$ cat src/rtl/imem_program_loader_pkg.sv
// Shared definitions for the instruction-memory loader and the core's decoder:
// opcode map, host op_sel codes, terminator word and loader FSM states.
package imem_program_loader_pkg;

    localparam logic [5:0] OPC_ADD = 6'b000001;
    localparam logic [5:0] OPC_LW  = 6'b000010;
    localparam logic [5:0] OPC_SW  = 6'b000100;

    localparam logic [1:0] OPSEL_ADD     = 2'd0;
    localparam logic [1:0] OPSEL_LW      = 2'd1;
    localparam logic [1:0] OPSEL_SW      = 2'd2;
    localparam logic [1:0] OPSEL_ILLEGAL = 2'd3;

    // Opcode 0 decodes as a no-op, so an all-zero word ends the program.
    localparam logic [31:0] TERMINATOR_WORD = 32'h0000_0000;

    typedef enum logic [1:0] {
        ST_IDLE = 2'd0,
        ST_LOAD = 2'd1,
        ST_SEAL = 2'd2,
        ST_DONE = 2'd3
    } state_e;

endpackage

$ cat src/rtl/imem_program_loader_instr_encoder.sv
// Combinational encoder: decoded instruction fields to a 32-bit instruction word.
// An illegal op_sel yields an all-zero word; the loader never writes it.
module imem_program_loader_instr_encoder
    import imem_program_loader_pkg::*;
(
    input  logic [1:0]  op_sel,
    input  logic [4:0]  rs,
    input  logic [4:0]  rt,
    input  logic [4:0]  rd,
    input  logic [15:0] imm,
    output logic [31:0] word
);

    always_comb begin
        word = '0;
        case (op_sel)
            OPSEL_ADD: word = {OPC_ADD, rs, rt, rd, 5'b0, 6'b0};
            OPSEL_LW:  word = {OPC_LW, rs, rt, imm};
            OPSEL_SW:  word = {OPC_SW, rs, rt, imm};
            default:   word = '0;
        endcase
    end

endmodule

$ cat src/rtl/imem_program_loader.sv
// Loads encoded instructions sequentially into instruction memory, appends a
// terminator on request and pulses cpu_start once the program is sealed.
module imem_program_loader
    import imem_program_loader_pkg::*;
#(
    parameter int ADDR_W    = 6,
    parameter int DEPTH     = 64,
    parameter int BASE_ADDR = 0
) (
    input  logic              clk,
    input  logic              rst_n,
    input  logic              in_valid,
    output logic              in_ready,
    input  logic [1:0]        op_sel,
    input  logic [4:0]        rs,
    input  logic [4:0]        rt,
    input  logic [4:0]        rd,
    input  logic [15:0]       imm,
    input  logic              finish,
    input  logic              restart,
    output logic              imem_we,
    output logic [ADDR_W-1:0] imem_addr,
    output logic [31:0]       imem_wdata,
    output logic [ADDR_W:0]   count,
    output logic              full,
    output logic              err_illegal,
    output logic              cpu_start
);

    localparam int CNT_W = ADDR_W + 1;
    // Last slot is always held back for the terminator.
    localparam logic [CNT_W-1:0] RSV_LIMIT = CNT_W'(DEPTH - 1);
    localparam logic [CNT_W-1:0] FULL_CNT  = CNT_W'(DEPTH);

    state_e              state_q, state_d;
    logic [CNT_W-1:0]    count_q, count_d;
    logic                err_q, err_d;
    logic                we_q, we_d;
    logic [ADDR_W-1:0]   addr_q, addr_d;
    logic [31:0]         wdata_q, wdata_d;
    logic                start_q, start_d;
    logic                ready_q, ready_d;
    logic                term_q, term_d;
    logic [31:0]         enc_word;
    logic                accept;
    logic [ADDR_W-1:0]   next_addr;

    imem_program_loader_instr_encoder u_enc (
        .op_sel (op_sel),
        .rs     (rs),
        .rt     (rt),
        .rd     (rd),
        .imm    (imm),
        .word   (enc_word)
    );

    assign accept    = in_valid && ready_q;
    assign next_addr = ADDR_W'(BASE_ADDR) + count_q[ADDR_W-1:0];

    always_comb begin
        state_d = state_q;
        count_d = count_q;
        err_d   = err_q;
        we_d    = 1'b0;
        addr_d  = addr_q;
        wdata_d = wdata_q;
        start_d = 1'b0;
        term_d  = term_q;

        case (state_q)
            ST_IDLE, ST_LOAD: begin
                if (accept) begin
                    if (op_sel == OPSEL_ILLEGAL) begin
                        err_d = 1'b1;
                    end else begin
                        we_d    = 1'b1;
                        addr_d  = next_addr;
                        wdata_d = enc_word;
                        count_d = count_q + 1'b1;
                    end
                    state_d = ST_LOAD;
                end
                if (finish) begin
                    state_d = ST_SEAL;
                end
            end
            ST_SEAL: begin
                // First SEAL cycle writes the terminator, second releases the core.
                if (!term_q) begin
                    we_d    = 1'b1;
                    addr_d  = next_addr;
                    wdata_d = TERMINATOR_WORD;
                    count_d = count_q + 1'b1;
                    term_d  = 1'b1;
                end else begin
                    start_d = 1'b1;
                    term_d  = 1'b0;
                    state_d = ST_DONE;
                end
            end
            ST_DONE: begin
                if (restart) begin
                    state_d = ST_IDLE;
                    count_d = '0;
                    err_d   = 1'b0;
                end
            end
            default: state_d = ST_IDLE;
        endcase

        ready_d = ((state_d == ST_IDLE) || (state_d == ST_LOAD)) && (count_d < RSV_LIMIT);
    end

    always_ff @(posedge clk or negedge rst_n) begin
        if (!rst_n) begin
            state_q <= ST_IDLE;
            count_q <= '0;
            err_q   <= 1'b0;
            we_q    <= 1'b0;
            addr_q  <= ADDR_W'(BASE_ADDR);
            wdata_q <= '0;
            start_q <= 1'b0;
            ready_q <= 1'b0;
            term_q  <= 1'b0;
        end else begin
            state_q <= state_d;
            count_q <= count_d;
            err_q   <= err_d;
            we_q    <= we_d;
            addr_q  <= addr_d;
            wdata_q <= wdata_d;
            start_q <= start_d;
            ready_q <= ready_d;
            term_q  <= term_d;
        end
    end

    assign in_ready    = ready_q;
    assign imem_we     = we_q;
    assign imem_addr   = addr_q;
    assign imem_wdata  = wdata_q;
    assign count       = count_q;
    assign full        = (count_q == FULL_CNT);
    assign err_illegal = err_q;
    assign cpu_start   = start_q;

endmodule
$ cat config.mk
export PLATFORM = sky130hd
export DESIGN_NAME = imem_program_loader
export DESIGN_NICKNAME = d
export VERILOG_FILES = /design/src/rtl/imem_program_loader_pkg.sv /design/src/rtl/imem_program_loader_instr_encoder.sv /design/src/rtl/imem_program_loader.sv
export SDC_FILE = /design/constraint.sdc
export NUM_CORES = 1
export LEC_CHECK = 0
export ABC_AREA = 0
export BUFFER_PORTS_ARGS = -buffer_cell sky130_fd_sc_hd__clkbuf_2
export CAP_MARGIN = 20
export CORE_MARGIN = 4
export CORE_UTILIZATION = 50
export CTS_BUF_LIST = sky130_fd_sc_hd__clkbuf_8
export DETAILED_ROUTE_END_ITERATION = 8
export GPL_TIMING_DRIVEN = 0
export PLACE_DENSITY = 0.92
export SYNTH_ARGS = -nofsm -noshare
export SYNTH_HDL_FRONTEND = slang
export SYNTH_SLANG_ARGS = --single-unit
$ cat constraint.sdc
create_clock -name clk -period 1.9 [get_ports clk]
set_input_delay 0.285 -clock clk [delete_from_list [all_inputs] [get_ports clk]]
set_output_delay 0.285 -clock clk [all_outputs]
set_load 0.01 [all_outputs]
==> metrics.md <==
| Metric | Value |
|---|---|
| Status | finished, violations left |
| Failing checks | hold timing |
| Worst setup path category | reg2reg |
| Mean Syn Cell Area | approximately 9.7 um^2 |
| Initial antenna violation count | 0 |
| Top cell type by total area after synthesis | dfrtp_1 |
| Port Buffers | 84 |
| Core area | ~4400 um^2 |
| Die width | 75.19 um |
| Pin count of the biggest net entering global routing | 26 |
| CP Launch Type | flip-flop |
| CP Capture Type | flip-flop |
| Vias in the first global route | between 1500 and 2000 |
| Worst Max-Slew Pin Slew | around 0.63 ns |
| Hold_ws | -0.01450 ns |
| Endpoints failing setup | 0 |
| First-pass iteration count of the detailed router | 4 |
| Layout cell share with drive strength beyond 1 | 0.3364 |
| Power Density | roughly 1300 nW/um^2 |
| Post-Syn Area | 2257 um^2 |
| Clock tree buffer depth | 2 |
| Site row count | 24 |
| Unrepaired setup endpoints after global routing | no |
| Skew final | 0.01023 ns |
| CTS Buf Count | 5 |
| Most common cell in the netlist | dfrtp_1 |
| Hold Path Class | in2async |
| RR Endpoint | in_ready |
| Slew Limit Fails | 0 |
| Sink Count | 49 |
| Routed len/inst | about 15 um |
| Unique cell type count in the Yosys netlist | 44 |
| Starting Density | 0.5184 |
| Largest fanout on the critical path | 10 |
| Ant diodes | 0 |
| Residual DRC | 0 |
| Setup TNS | 0 ns |
| Routed via count | 2079 |
| Avg Vias per Cell | between 5 and 6 |
| Ranking of synthesized cells by area | dfrtp_1, nand2_1, nand3_1, a22o_1, a21oi_1 |
| GR Util All Layers | 0.2013 |
| Yosys top cell area share | 0.5432 |
| DPL Wire Length | between 4000 and 5000 um |
| Peak supply drop | between 0.5 and 0.6 mV |
| Number of fill cells | around 330 |
| GRT overflow | 0 |
| Routed WL | approximately 5600 um |
| NumNets Final | 369 |
| Syn. warnings | 0 |
| Fraction of registers with async set/reset | 1.000 |
| Gpl congestion | 0.8656 |
| Clock transition at path regs | 0.10 ns |
| Post-synth EDFFs | 0 |
| Reg2reg path depth | 7 |
| CTS hold repair buffers | 0 |
| Critical path required time | 2.07 ns |
| Final Hold Viols | 24 |
| Clk_lat worst skew | 0.30 ns |
| Number of I/O pins | 88 |
| First-pass GRT wire length | 8763 um |
| Root Buffer | clkbuf_8 |
| Synth top cells by count | dfrtp_1, nand2_1, nand3_1 |
| Fin crit period | around 1.8 ns |
| F_max | 557.4 MHz |
| Arrival time worst endpoint | between 1.5 and 2 ns |
| Worst r2r src | term_q |
| # Max-Cap Violations | 0 |
| Power, Total | around 3.8 mW |
| Tcrit/Tclk final | 0.9442 |
| Area Overhead vs Synth | 28.44% |
| Internal reg-to-reg setup slack | 0.11 ns |
| Die Ht | 75.19 um |
| Die area | roughly 5700 um^2 |
| Main synth FF type | dfrtp_1 |
| Max H-tree Level | 2 |
| TritonCTS clock tree | built |
| Leakage dissipation | roughly 1.6 nW |
| First DRT Iteration DRCs | 95 |
| ANT nets after route | 0 |
| Sequential-to-total area share from yosys stat | 0.5432 |
| Synth Register Bits | 49 |
| Slew headroom | 0.5797 |
| Syn Inst Count | ~230 |
[power breakdown]
group	switching (mW)	internal [mW]
registers	0.222	1.34
clock network	0.364	0.268
logic	0.940	0.624
total	1.53	2.23
[cells in the final DEF (no fill, tap or decap), types with 4 or more instances in the layout]
cell | synthesis | final
nor2_1 | 11 | 11
clkbuf_2 | 0 | 84
o21ai_0 | 10 | 10
dfrtp_1 | 49 | 47
a21oi_1 | 10 | 10
nand3_1 | 22 | 21
mux2i_1 | 5 | 5
nand2_1 | 41 | 41
inv_1 | 8 | 8
and2_1 | 4 | 4
a22o_1 | 11 | 11
clkbuf_8 | 0 | 5
clkbuf_1 | 9 | 9
buf_4 | 3 | 7
o21ai_1 | 4 | 4
[cells by family after synthesis]
logic type | Yosys count | synth area share
AND/OR/NAND/NOR | 97 | 0.2023
AO/OA/AOI/OAI | 52 | 0.1663
flip-flops | 49 | 0.5432
buffers and inverters | 25 | 0.04933
multiplexers | 5 | 0.02217
adder cells (fa/ha/maj) | 2 | 0.01108
other | 1 | 0.001661
XOR/XNOR | 1 | 0.003881
[sequential cells by signal (all words and copies together), names as in the netlist]
name and cells:
state_q 2, err_illegal 1, count 7, imem_addr 6, term_q 1, imem_wdata 29
imem_we 1, cpu_start 1, in_ready 1
[worst max path at each step]
stage               startpoint  endpoint  slack [ns]  cells past startpoint
finish                  term_q  in_ready        0.11                      7
global route        state_q[0]  in_ready        0.01                      6
CTS                     term_q  in_ready        0.02                      7
detailed placement      term_q  in_ready        0.04                      7
global placement        term_q  in_ready        0.08                      7
floorplan               term_q  in_ready        0.24                      6
[through the flow]
step	utilization	hold WS [ns]	instance area (um^2)	instances	setup slack, ns
floorplan	-	-0.01059	2265	234	0.2426
global placement	0.6316	0.4556	2750	370	0.07659
detailed placement	0.6362	0.3360	2770	371	0.04227
CTS	0.6580	0.007379	2865	379	0.02247
global route	0.6658	0.03815	2899	382	0.01071
finish	0.6658	-0.01450	2899	382	0.1060
[metal layers]
| metal | up-vias | global-route usage | routed length (um) |
|---|---|---|---|
| met4 | 0 | 0.07767 | 91 |
| li1 | 998 | - | - |
| met5 | - | 0 | 0 |
| met3 | 10 | 0.04539 | 412 |
| met2 | 87 | 0.3462 | 2817 |
| met1 | 984 | 0.2463 | 2292 |
[repair_timing]
| action | 4_1_cts | 5_1_grt |
|---|---|---|
| endpoints found under the setup margin | 0 | 10 |
| setup buffers | 0 | 3 |
| resized for setup | 0 | 6 |
| hold endpoints to repair | 0 | 0 |
[final cells by class]
| class | count | area [um^2] | share of cell area |
|---|---|---|---|
| Sequential cell | 49 | 1229 | 0.4238 |
| Multi-Input combinational cell | 160 | 932.1 | 0.3215 |
| Timing Repair Buffer | 88 | 462.9 | 0.1597 |
| Buffer | 16 | 78.83 | 0.02719 |
| Clock buffer | 5 | 68.82 | 0.02374 |
| Tap cell | 52 | 65.06 | 0.02244 |
| Inverter | 9 | 36.28 | 0.01252 |
| Clock inverter | 3 | 26.28 | 0.009063 |
[worst max-delay path, cell delays in order (launching register included)]
cell and delay [ns]:
dfrtp_2 0.42, or3b_1 0.35, buf_4 0.18, o31a_4 0.15
inv_4 0.11, nand2_1 0.08, a221oi_2 0.23, a31oi_1 0.13
No activity file was read; power rests on OpenSTA's default activity.
